### src/rtl/fifo_window_reader.sv
`default_nettype none
// +--------------------------------------------------------------------------+
// | Module      : fifo_window_reader                                         |
// | Description : Pulls 8-bit pixels from a line-buffer FIFO and emits a     |
// |               horizontal 3-tap window {oldest, middle, newest} with      |
// |               column/row coordinates and sof/eol markers over a          |
// |               valid/ready handshake. A 1-entry skid register absorbs     |
// |               the read that is already in flight when the output stalls. |
// | Options     : WIN_EDGE_REPLICATE_EN - emit a window at every column,     |
// |               replicating the first pixel of a row into missing taps.    |
// |               Undefined: only columns >= 2 produce windows.              |
// | Revision    : 1.0 - initial release                                      |
// +--------------------------------------------------------------------------+
module fifo_window_reader #(
  parameter int IMG_W = 97,
  parameter int IMG_H = 97
) (
  input  logic        clk,
  input  logic        rst_n,
  input  logic        fifo_empty,
  output logic        fifo_rd,
  input  logic [7:0]  fifo_q,
  input  logic        out_ready,
  output logic        out_valid,
  output logic [23:0] win,
  output logic [9:0]  col,
  output logic [9:0]  row,
  output logic        sof,
  output logic        eol
);

  typedef enum logic [0:0] {
    S_IDLE = 1'b0,
    S_RUN  = 1'b1
  } state_t;

  localparam logic [9:0] c_last_col = 10'(IMG_W - 1);
  localparam logic [9:0] c_last_row = 10'(IMG_H - 1);

  state_t      r_state;
  state_t      w_state_nxt;
  logic        r_rd_pend;
  logic [9:0]  r_col_nxt;     // column of the next pixel to be consumed
  logic [9:0]  r_row_nxt;     // row of the next pixel to be consumed
  logic [7:0]  r_hist0;       // previous pixel of the current row
  logic [7:0]  r_hist1;       // pixel before r_hist0
  logic        r_skid_full;
  logic [23:0] r_skid_win;
  logic [9:0]  r_skid_col;
  logic [9:0]  r_skid_row;
  logic        r_skid_sof;
  logic        r_skid_eol;

  logic        w_cap;
  logic        w_emit;
  logic        w_out_free;
  logic        w_row_start;
  logic        w_frame_end;
  logic [23:0] w_new_win;
  logic        w_new_sof;
  logic        w_new_eol;

  // No read into a full skid, nor while a stalled output already has a pixel in flight behind it.
  assign fifo_rd     = rst_n && !fifo_empty && !r_skid_full && !(out_valid && !out_ready && r_rd_pend);
  assign w_cap       = r_rd_pend;
  assign w_out_free  = !out_valid || out_ready;
  assign w_row_start = (r_col_nxt == 10'd0);
  assign w_frame_end = w_cap && w_new_eol && (r_row_nxt == c_last_row);

  // Form the window and markers for the pixel presented on fifo_q this cycle.
  always_comb begin
    w_new_win = w_row_start ? {fifo_q, fifo_q, fifo_q} : {r_hist1, r_hist0, fifo_q};
    w_new_eol = (r_col_nxt == c_last_col);
`ifdef WIN_EDGE_REPLICATE_EN
    w_new_sof = (r_row_nxt == 10'd0) && w_row_start;
    w_emit    = w_cap;
`else
    w_new_sof = (r_row_nxt == 10'd0) && (r_col_nxt == 10'd2);
    w_emit    = w_cap && (r_col_nxt >= 10'd2);
`endif
  end

  // Frame FSM: IDLE until the first pixel is consumed, back to IDLE after the last pixel of the frame.
  always_comb begin
    w_state_nxt = r_state;
    case (r_state)
      S_IDLE:  if (w_cap) w_state_nxt = S_RUN;
      S_RUN:   if (w_frame_end) w_state_nxt = S_IDLE;
      default: w_state_nxt = S_IDLE;
    endcase
  end

  // State register.
  always_ff @(posedge clk or negedge rst_n) begin
    if (!rst_n) r_state <= S_IDLE;
    else        r_state <= w_state_nxt;
  end

  // Read tracking, coordinate counters and per-row history; history restarts at column 0.
  always_ff @(posedge clk or negedge rst_n) begin
    if (!rst_n) begin
      r_rd_pend <= 1'b0;
      r_col_nxt <= 10'd0;
      r_row_nxt <= 10'd0;
      r_hist0   <= 8'd0;
      r_hist1   <= 8'd0;
    end else begin
      r_rd_pend <= fifo_rd;
      if (w_cap) begin
        if (w_new_eol) begin
          r_col_nxt <= 10'd0;
          r_row_nxt <= (r_row_nxt == c_last_row) ? 10'd0 : r_row_nxt + 10'd1;
        end else begin
          r_col_nxt <= r_col_nxt + 10'd1;
        end
        r_hist1 <= w_row_start ? fifo_q : r_hist0;
        r_hist0 <= fifo_q;
      end
    end
  end

  // Output register: skid contents take priority over a freshly captured pixel; held while stalled.
  always_ff @(posedge clk or negedge rst_n) begin
    if (!rst_n) begin
      out_valid <= 1'b0;
      win       <= 24'd0;
      col       <= 10'd0;
      row       <= 10'd0;
      sof       <= 1'b0;
      eol       <= 1'b0;
    end else if (w_out_free) begin
      if (r_skid_full) begin
        out_valid <= 1'b1;
        win       <= r_skid_win;
        col       <= r_skid_col;
        row       <= r_skid_row;
        sof       <= r_skid_sof;
        eol       <= r_skid_eol;
      end else if (w_emit) begin
        out_valid <= 1'b1;
        win       <= w_new_win;
        col       <= r_col_nxt;
        row       <= r_row_nxt;
        sof       <= w_new_sof;
        eol       <= w_new_eol;
      end else begin
        out_valid <= 1'b0;
      end
    end
  end

  // Skid register: catches a captured pixel when the output cannot take it.
  always_ff @(posedge clk or negedge rst_n) begin
    if (!rst_n) begin
      r_skid_full <= 1'b0;
      r_skid_win  <= 24'd0;
      r_skid_col  <= 10'd0;
      r_skid_row  <= 10'd0;
      r_skid_sof  <= 1'b0;
      r_skid_eol  <= 1'b0;
    end else if ((w_out_free && r_skid_full) || (!w_out_free && w_emit)) begin
      r_skid_full <= w_emit;
      if (w_emit) begin
        r_skid_win <= w_new_win;
        r_skid_col <= r_col_nxt;
        r_skid_row <= r_row_nxt;
        r_skid_sof <= w_new_sof;
        r_skid_eol <= w_new_eol;
      end
    end
  end

endmodule
`default_nettype wire

### config.mk
export PLATFORM = sky130hd
export DESIGN_NAME = fifo_window_reader
export DESIGN_NICKNAME = d
export VERILOG_FILES = /design/src/rtl/fifo_window_reader.sv
export SDC_FILE = /design/constraint.sdc
export NUM_CORES = 1
export LEC_CHECK = 0
export CAP_MARGIN = 20
export CELL_PAD_IN_SITES_DETAIL_PLACEMENT = 2
export CELL_PAD_IN_SITES_GLOBAL_PLACEMENT = 2
export CORE_ASPECT_RATIO = 0.75
export CORE_MARGIN = 1.5
export CORE_UTILIZATION = 39
export DETAILED_ROUTE_END_ITERATION = 10
export HOLD_SLACK_MARGIN = 0.15
export PLACE_DENSITY = 0.8
export SLEW_MARGIN = 40
export SYNTH_ARGS = -nofsm -noshare
export SYNTH_HDL_FRONTEND = slang
export SYNTH_SLANG_ARGS = --single-unit
### constraint.sdc
create_clock -name clk -period 2.7 [get_ports clk]
set_input_delay 0.405 -clock clk [delete_from_list [all_inputs] [get_ports clk]]
set_output_delay 0.405 -clock clk [all_outputs]
set_load 0.05 [all_outputs]
==> results of run 1 <==
stage by stage:
stage / hold slack (ps) / power [µW] / utilization [%] / setup WS, ps
after global routing: 193 / 8700 / 49.0 / 75.2
final: 63.8 / 8270 / 49.0 / 294
after floorplan: 109 / 5020 / - / 553
after global placement: 461 / 5900 / 45.3 / 466
after CTS: 171 / 8380 / 49.0 / 283
after detailed placement: 475 / 6090 / 45.3 / 365
cells in the mapped netlist, types with 2 or more instances:
cell	n
nand4_1	7
buf_6	3
mux2_1	82
mux2i_1	17
and2_1	2
and3_1	3
o21ai_0	16
or3_1	2
xor2_1	4
xnor2_1	7
ha_1	5
o21ai_1	5
buf_2	2
inv_1	40
nand3_1	6
buf_1	2
nor3_1	4
mux2_2	24
nand2b_1	2
a21oi_1	6
o22ai_1	17
dfrtp_1	131
clkbuf_1	24
o41ai_1	2
buf_4	5
nand2_1	29
a31oi_1	17
nor2_1	6
a41o_1	24
worst max-delay path: cells and delay by family, from the launching register on:
family / cells / cell delay (ps)
simple gates: 3 / 1190
buf+inv: 1 / 470
flops: 1 / 460
xor+xnor: 1 / 190
per-layer routing:
metal / track usage [%] / vias to the layer above / wire length, µm / share of wire [%]
li1: - / 1930 / - / -
met1: 29.4 / 2223 / 7620 / 47
met3: 4.14 / 18 / 613 / 3.8
met4: 7.26 / 0 / 231 / 1.4
met5: 0 / - / 0 / 0
met2: 33.4 / 78 / 7690 / 48
layout by cell type (no fill, tap or decap), drive strengths merged, types with 5 or more instances in the layout:
cell type      netlist  layout
dfrtp              131     131
mux2               106     106
clkdlybuf4s50        0      57
inv                 40      40
nand2               30      30
clkbuf              24      29
a41o                24      24
o21ai               21      21
a31oi               17      17
mux2i               17      17
o22ai               17      17
buf                 12      12
nand4                7       7
xnor2                7       7
nor2                 6       6
a21oi                6       6
nand3                6       6
ha                   5       5
cell families (layout without fill, tap and decap cells):
kind of cell	after synthesis	count (layout)
AO/OA/AOI/OAI	91	91
XOR/XNOR	11	11
adder cells (fa/ha/maj)	5	5
buffers and inverters	76	141
flip-flops	131	131
multiplexers	123	123
AND/OR/NAND/NOR	70	70
layout make-up:
| cell class | count | area (µm²) | area share (%) |
|---|---|---|---|
| Sequential cell | 131 | 3280 | 43.7 |
| Clock buffer | 29 | 551 | 7.33 |
| Inverter | 40 | 150 | 2.00 |
| Clock inverter | 3 | 15.0 | 0.200 |
| Multi-Input combinational cell | 300 | 2550 | 33.9 |
| Tap cell | 205 | 256 | 3.42 |
| Timing Repair Buffer | 69 | 711 | 9.46 |
state kept, by name (all words and copies together), names as in the netlist:
name	cells
col	10
eol	1
r_skid_sof	1
r_col_nxt	10
r_skid_win	24
r_row_nxt	10
r_skid_full	1
r_rd_pend	1
r_hist1	8
win	24
r_skid_col	10
r_hist0	8
sof	1
r_skid_row	10
row	10
out_valid	1
r_skid_eol	1
power breakdown:
group          leakage [µW]  internal, µW  switching (µW)  total, µW
combinational       0.00168          1190            1960       3150
sequential          0.00170          2540             394       2930
clock              0.000283          1370             824       2190
total               0.00367          5090            3170       8270
how the worst max path moves through the flow:
stage                     cells after the start                startpoint                   endpoint  slack [ps]
final                                         5  r_col_nxt[7]$_DFFE_PN0P_   r_row_nxt[9]$_DFFE_PN0P_         290
after global routing                          4  r_col_nxt[6]$_DFFE_PN0P_   r_row_nxt[9]$_DFFE_PN0P_          80
after CTS                                     5  r_col_nxt[7]$_DFFE_PN0P_   r_row_nxt[9]$_DFFE_PN0P_         280
after detailed placement                      5  r_col_nxt[7]$_DFFE_PN0P_   r_row_nxt[9]$_DFFE_PN0P_         360
after global placement                        6                 out_ready  r_skid_col[6]$_DFFE_PN0P_         470
after floorplan                               7  r_col_nxt[2]$_DFFE_PN0P_         row[0]$_DFFE_PN0P_         550
==> flow_summary_export.csv, run 1 <==
group,metric,value,unit
critical_path,r2r_start,"r_col_nxt[7]$_DFFE_PN0P_",
clock_network,postCtsSetupBuffers,0,
cells_and_area,postLayoutCellArea,7510,µm²
cells_and_area,syn2layout_area_growth,22.4,%
drt,routedWlPerCell,20.8,µm
critical_path,crit_type,"reg -> reg",
drt,via_count,4249,
clock_network,clockBufferDepth,2,
floorplanning,core_region_area,15300,µm²
timing,setup_tns,0,ps
floorplanning,die_w,148,µm
clock_network,clk_latency,430,ps
timing,fin_crit,2410,ps
cells_and_area,layout.nets,576,
placement,dp.cells,745,
timing,finalSetupViolations,0,
clock_network,clk_pin_slew,50,ps
yosys,syn_area,6140,µm²
yosys,ys_ff_latch,131,
yosys,synth_ff_type,"dfrtp_1",
yosys,yosysSeqAreaShare,53.4,%
yosys,synthDistinctLibCells,42,
job,cap_violations,0,
floorplanning,die_y,112,µm
cells_and_area,drive_above_1_share,12.4,%
timing,worstMarginPinSlew,777,ps
drt,drc,0,
timing,finalCritPeriodShare,89.1,%
grt,grt_max_degree,132,
critical_path,critPathMaxStageDelay,480,ps
critical_path,crit_required,3040,ps
yosys,netlist.area_leader.share,53.4,%
drt,drt_iter0_drc,172,
timing,rsz0062_at_grt,"false",
clock_network,cts_resized,0,
clock_network,postCtsHoldBufs,0,
power,ir_drop,0.000571,V
worst_hold_path,hp-class,"in -> async",
yosys,synth_cells,507,
timing,max_freq,416,MHz
grt,grt.total_usage,21.2,%
critical_path,ff2ff_path_depth,5,
timing,relSlewSlack,47.5,%
power,p_leak,0.00367,µW
yosys,synth_area_leaders,"dfrtp_1 (53%), mux2_1 (15%), mux2_2 (4.4%)",
yosys,synth_area_per_cell,12.1,µm²
yosys,synth_simple_gate_area_share,5.99,%
critical_path,end_kind,"flip-flop",
placement,dpl.hpwl,10.2,mm
yosys,synth_top_family_by_area,"multiplexers",
grt,grt_pass1_vias,4779,
grt,antenna_found_initial,0,
clock_network,cts_buffers,17,
critical_path,cp.arrival,2750,ps
clock_network,cts.sinks,131,
yosys,synth_async_sr_flop_share,100,%
power,p_per_area,1100,nW/µm²
clock_network,clockRootBuffer,"clkbuf_16",
yosys,yosys.area_share.adder,1.02,%
yosys,syn_nets,524,
timing,finalHoldViolCount,0,
drt,first_pass_iters,4,
drt,via_per_inst,5.47,
floorplanning,rows,39,
floorplanning,die_area,16500,µm²
clock_network,cts_tree,"built",
placement,io_buffers,59,
critical_path,path_cells,"nor4_4 > buf_4 > nand4_1 > nor4_1 > xor2_1",
cells_and_area,diodes,0,
timing,finClkSkew,15.3,ps
critical_path,startpoint_type,"flip-flop",
yosys,synth_compound_area_share,10.4,%
critical_path,rrSetupSlack,290,ps
run_status,outcome,"finished clean",
yosys,yosysWarningCount,0,
grt,grt_overflow,0,
yosys,synthMuxAreaShare,22.2,%
placement,dpl_cell_area,6940,µm²
drt,drt_wl_total,16.1,mm
floorplanning,start_util,40.1,%
cells_and_area,final_cells,777,
timing,drv_slew,0,
critical_path,r2r-end,"r_row_nxt[9]$_DFFE_PN0P_",
critical_path,crit_slowest_cell,"nor4_1",
drt,drtAntennaViolNets,0,
clock_network,h-tree-depth,4,
yosys,synth-edff-count,0,
yosys,synth.largest_area_cell,"dfrtp_1",
placement,gp_congestion,0.760,
grt,grt_pass1_wl,26.8,mm
critical_path,critPathMaxFanout,44,
cells_and_area,final.fill_count,1506,
yosys,synth_xor_area_share,1.57,%
floorplanning,num_io_pins,60,
No activity file was read; power rests on OpenSTA's default activity.
==> run 2, diff against run 1 <==
==> config.mk (replaced) <==
export PLATFORM = sky130hd
export DESIGN_NAME = fifo_window_reader
export DESIGN_NICKNAME = d
export VERILOG_FILES = /design/src/rtl/fifo_window_reader.sv
export SDC_FILE = /design/constraint.sdc
export NUM_CORES = 1
export LEC_CHECK = 0
export CAP_MARGIN = 20
export CELL_PAD_IN_SITES_DETAIL_PLACEMENT = 1
export CELL_PAD_IN_SITES_GLOBAL_PLACEMENT = 1
export CORE_ASPECT_RATIO = 0.75
export CORE_MARGIN = 1.5
export CORE_UTILIZATION = 46
export DETAILED_ROUTE_END_ITERATION = 10
export HOLD_SLACK_MARGIN = 0.15
export PLACE_DENSITY = 0.79
export SYNTH_ARGS = -nofsm -noshare
export SYNTH_HDL_FRONTEND = slang
export SYNTH_SLANG_ARGS = --single-unit
==> run 2 against run 1 <==
  * Combinational power shrank 2%
  * Critical path depth unchanged
  * Sequential power about the same
  * Cell area shrank 0.23%
  * Die area fell by 15%
  * Largest power group unchanged
  * Highest routed layer unchanged
==> flow_summary_export.csv, run 2 (synthesis results as in run 1) <==
group,metric,value,unit
timing,finalSetupViolations,0,
grt,grt_pass1_vias,4661,
clock_network,cts_buffers,17,
grt,grtUsageMet2,37.1,%
critical_path,crit_type,"reg -> reg",
drt,drc,0,
cells_and_area,postLayoutCellArea,7490,µm²
clock_network,clockRootBuffer,"clkbuf_16",
critical_path,end_kind,"flip-flop",
clock_network,clockBufferDepth,2,
cells_and_area,layout_common_cells,"dfrtp_1 (130), mux2_1 (82), clkdlybuf4s50_1 (57), inv_1 (40), nand2_1 (29)",
critical_path,critPathMaxFanout,44,
clock_network,postCtsHoldBufs,0,
cells_and_area,layout.nets,576,
timing,max_freq,429,MHz
clock_network,clk_pin_slew,60,ps
critical_path,path_buf_inv,1,
clock_network,cts_resized,0,
drt,via_count,4266,
timing,finClkSkew,9.71,ps
placement,dpl_cell_area,6890,µm²
grt,antenna_found_initial,0,
cells_and_area,final_common_cell,"dfrtp_1",
timing,fin_crit,2330,ps
job,cap_violations,0,
timing,finalHoldViolCount,0,
clock_network,clk_latency,410,ps
cells_and_area,diodes,0,
grt,grt_overflow,0,
placement,place_ws,493,ps
critical_path,crit_required,3030,ps
timing,setup_tns,0,ps
run_status,outcome,"finished clean",
clock_network,cts.sinks,131,
power,p_leak,0.00368,µW
power,p_per_area,1120,nW/µm²
drt,drtAntennaViolNets,0,
grt,use_met3,4.08,%
critical_path,cp.arrival,2650,ps
floorplanning,die_area,14100,µm²
floorplanning,start_util,47.1,%
timing,worstMarginPinSlew,693,ps
cells_and_area,reg_top3,"r_skid_win (24), win (24)",
floorplanning,num_io_pins,60,
grt,grt_pass1_wl,24.6,mm
drt,drt_iter0_drc,344,
placement,dpl.hpwl,8.84,mm
grt,grt_util_met1,32.0,%
timing,setup_slack,371,ps
floorplanning,die_y,103,µm
timing,finalCritPeriodShare,86.3,%
cells_and_area,drive_above_1_share,12.9,%
critical_path,path_cells,"nor4_4 > buf_4 > nand4_1 > nor4_1 > xor2_1",
grt,grt_max_degree,132,
clock_network,postCtsSetupBuffers,0,
drt,via_per_inst,5.74,
critical_path,crit_slowest_cell,"dfrtp_1",
critical_path,startpoint_type,"flip-flop",
grt,grt-busiest-layer,"met2",
placement,gp_congestion,0.772,
floorplanning,core_region_area,13000,µm²
timing,drv_slew,0,
critical_path,worst_path_dominant_cell_family,"simple AND/OR/NAND/NOR gates",
timing,whs,144,ps
critical_path,critPathMaxStageDelay,470,ps
floorplanning,rows,36,
worst_hold_path,hp-class,"in -> async",
floorplanning,die_w,136,µm
drt,drt_wl_total,14.8,mm
clock_network,cts_tree,"built",
timing,rsz0062_at_grt,"false",
clock_network,h-tree-depth,4,
timing,relSlewSlack,53.2,%
placement,io_buffers,59,
cells_and_area,syn2layout_area_growth,22.1,%
power,ir_drop,0.000629,V
drt,routedWlPerCell,19.9,µm
drt,first_pass_iters,4,
grt,grt.total_usage,23.1,%
run 2: changes by cell type in the layout (fill, tap and decap cells not counted), sizes merged:
cell / previous run / this run
bufinv: 0 / 3
clkbuf: 29 / 19
clkinv: 3 / 8
clkinvlp: 0 / 2
run 2: where the power goes:
| group | switching [µW] | total (µW) | internal (µW) |
|---|---|---|---|
| registers | 379 | 2920 | 2540 |
| logic | 1930 | 3100 | 1170 |
| clock network | 881 | 2360 | 1470 |
run 2: final cells by class:
type	count	area [µm²]
clock buffer	19	443
sequential	131	3280
clock inverter	13	160
inverter	40	150
tap	171	214
timing repair buffer	69	698
fill	1305	5530
multi-input combinational	300	2550
run 2: worst paths after layout:
check                           slack, ps  depth (start not counted)                   endpoint                 startpoint
min in group clk                      270                          3        r_rd_pend$_DFF_PN0_                      rst_n
worst max register to register        370                          5   r_row_nxt[9]$_DFFE_PN0P_   r_col_nxt[7]$_DFFE_PN0P_
max in group asynchronous            2050                          2  r_skid_win[6]$_DFFE_PN0P_                      rst_n
worst min register to register        480                          1  r_skid_row[3]$_DFFE_PN0P_  r_skid_row[3]$_DFFE_PN0P_
worst min-delay path                  140                          2         row[4]$_DFFE_PN0P_                      rst_n
worst max-delay path                  370                          5   r_row_nxt[9]$_DFFE_PN0P_   r_col_nxt[7]$_DFFE_PN0P_
run 2: metal layers:
| metal | routed length, µm | up-vias | share of wire, % |
|---|---|---|---|
| met5 | 0 | - | 0 |
| met1 | 7000 | 2208 | 47 |
| met4 | 215 | 0 | 1.5 |
| li1 | - | 1942 | - |
| met3 | 618 | 20 | 4.2 |
| met2 | 6980 | 96 | 47 |
run 2: metrics by stage:
| stage | total power, µW | std cells | util (%) |
|---|---|---|---|
| floorplan | 5020 | 507 | - |
| global placement | 5860 | 711 | 52.9 |
| detailed placement | 6010 | 711 | 52.9 |
| CTS | 8430 | 743 | 57.6 |
| global route | 8800 | 743 | 57.6 |
| finish | 8370 | 743 | 57.6 |
run 2: worst register-to-register path, stage by stage (launching register included):
cell	delay (ps)
dfrtp_1	470
nor4_4	340
buf_4	460
nand4_1	330
nor4_1	450
xor2_1	190
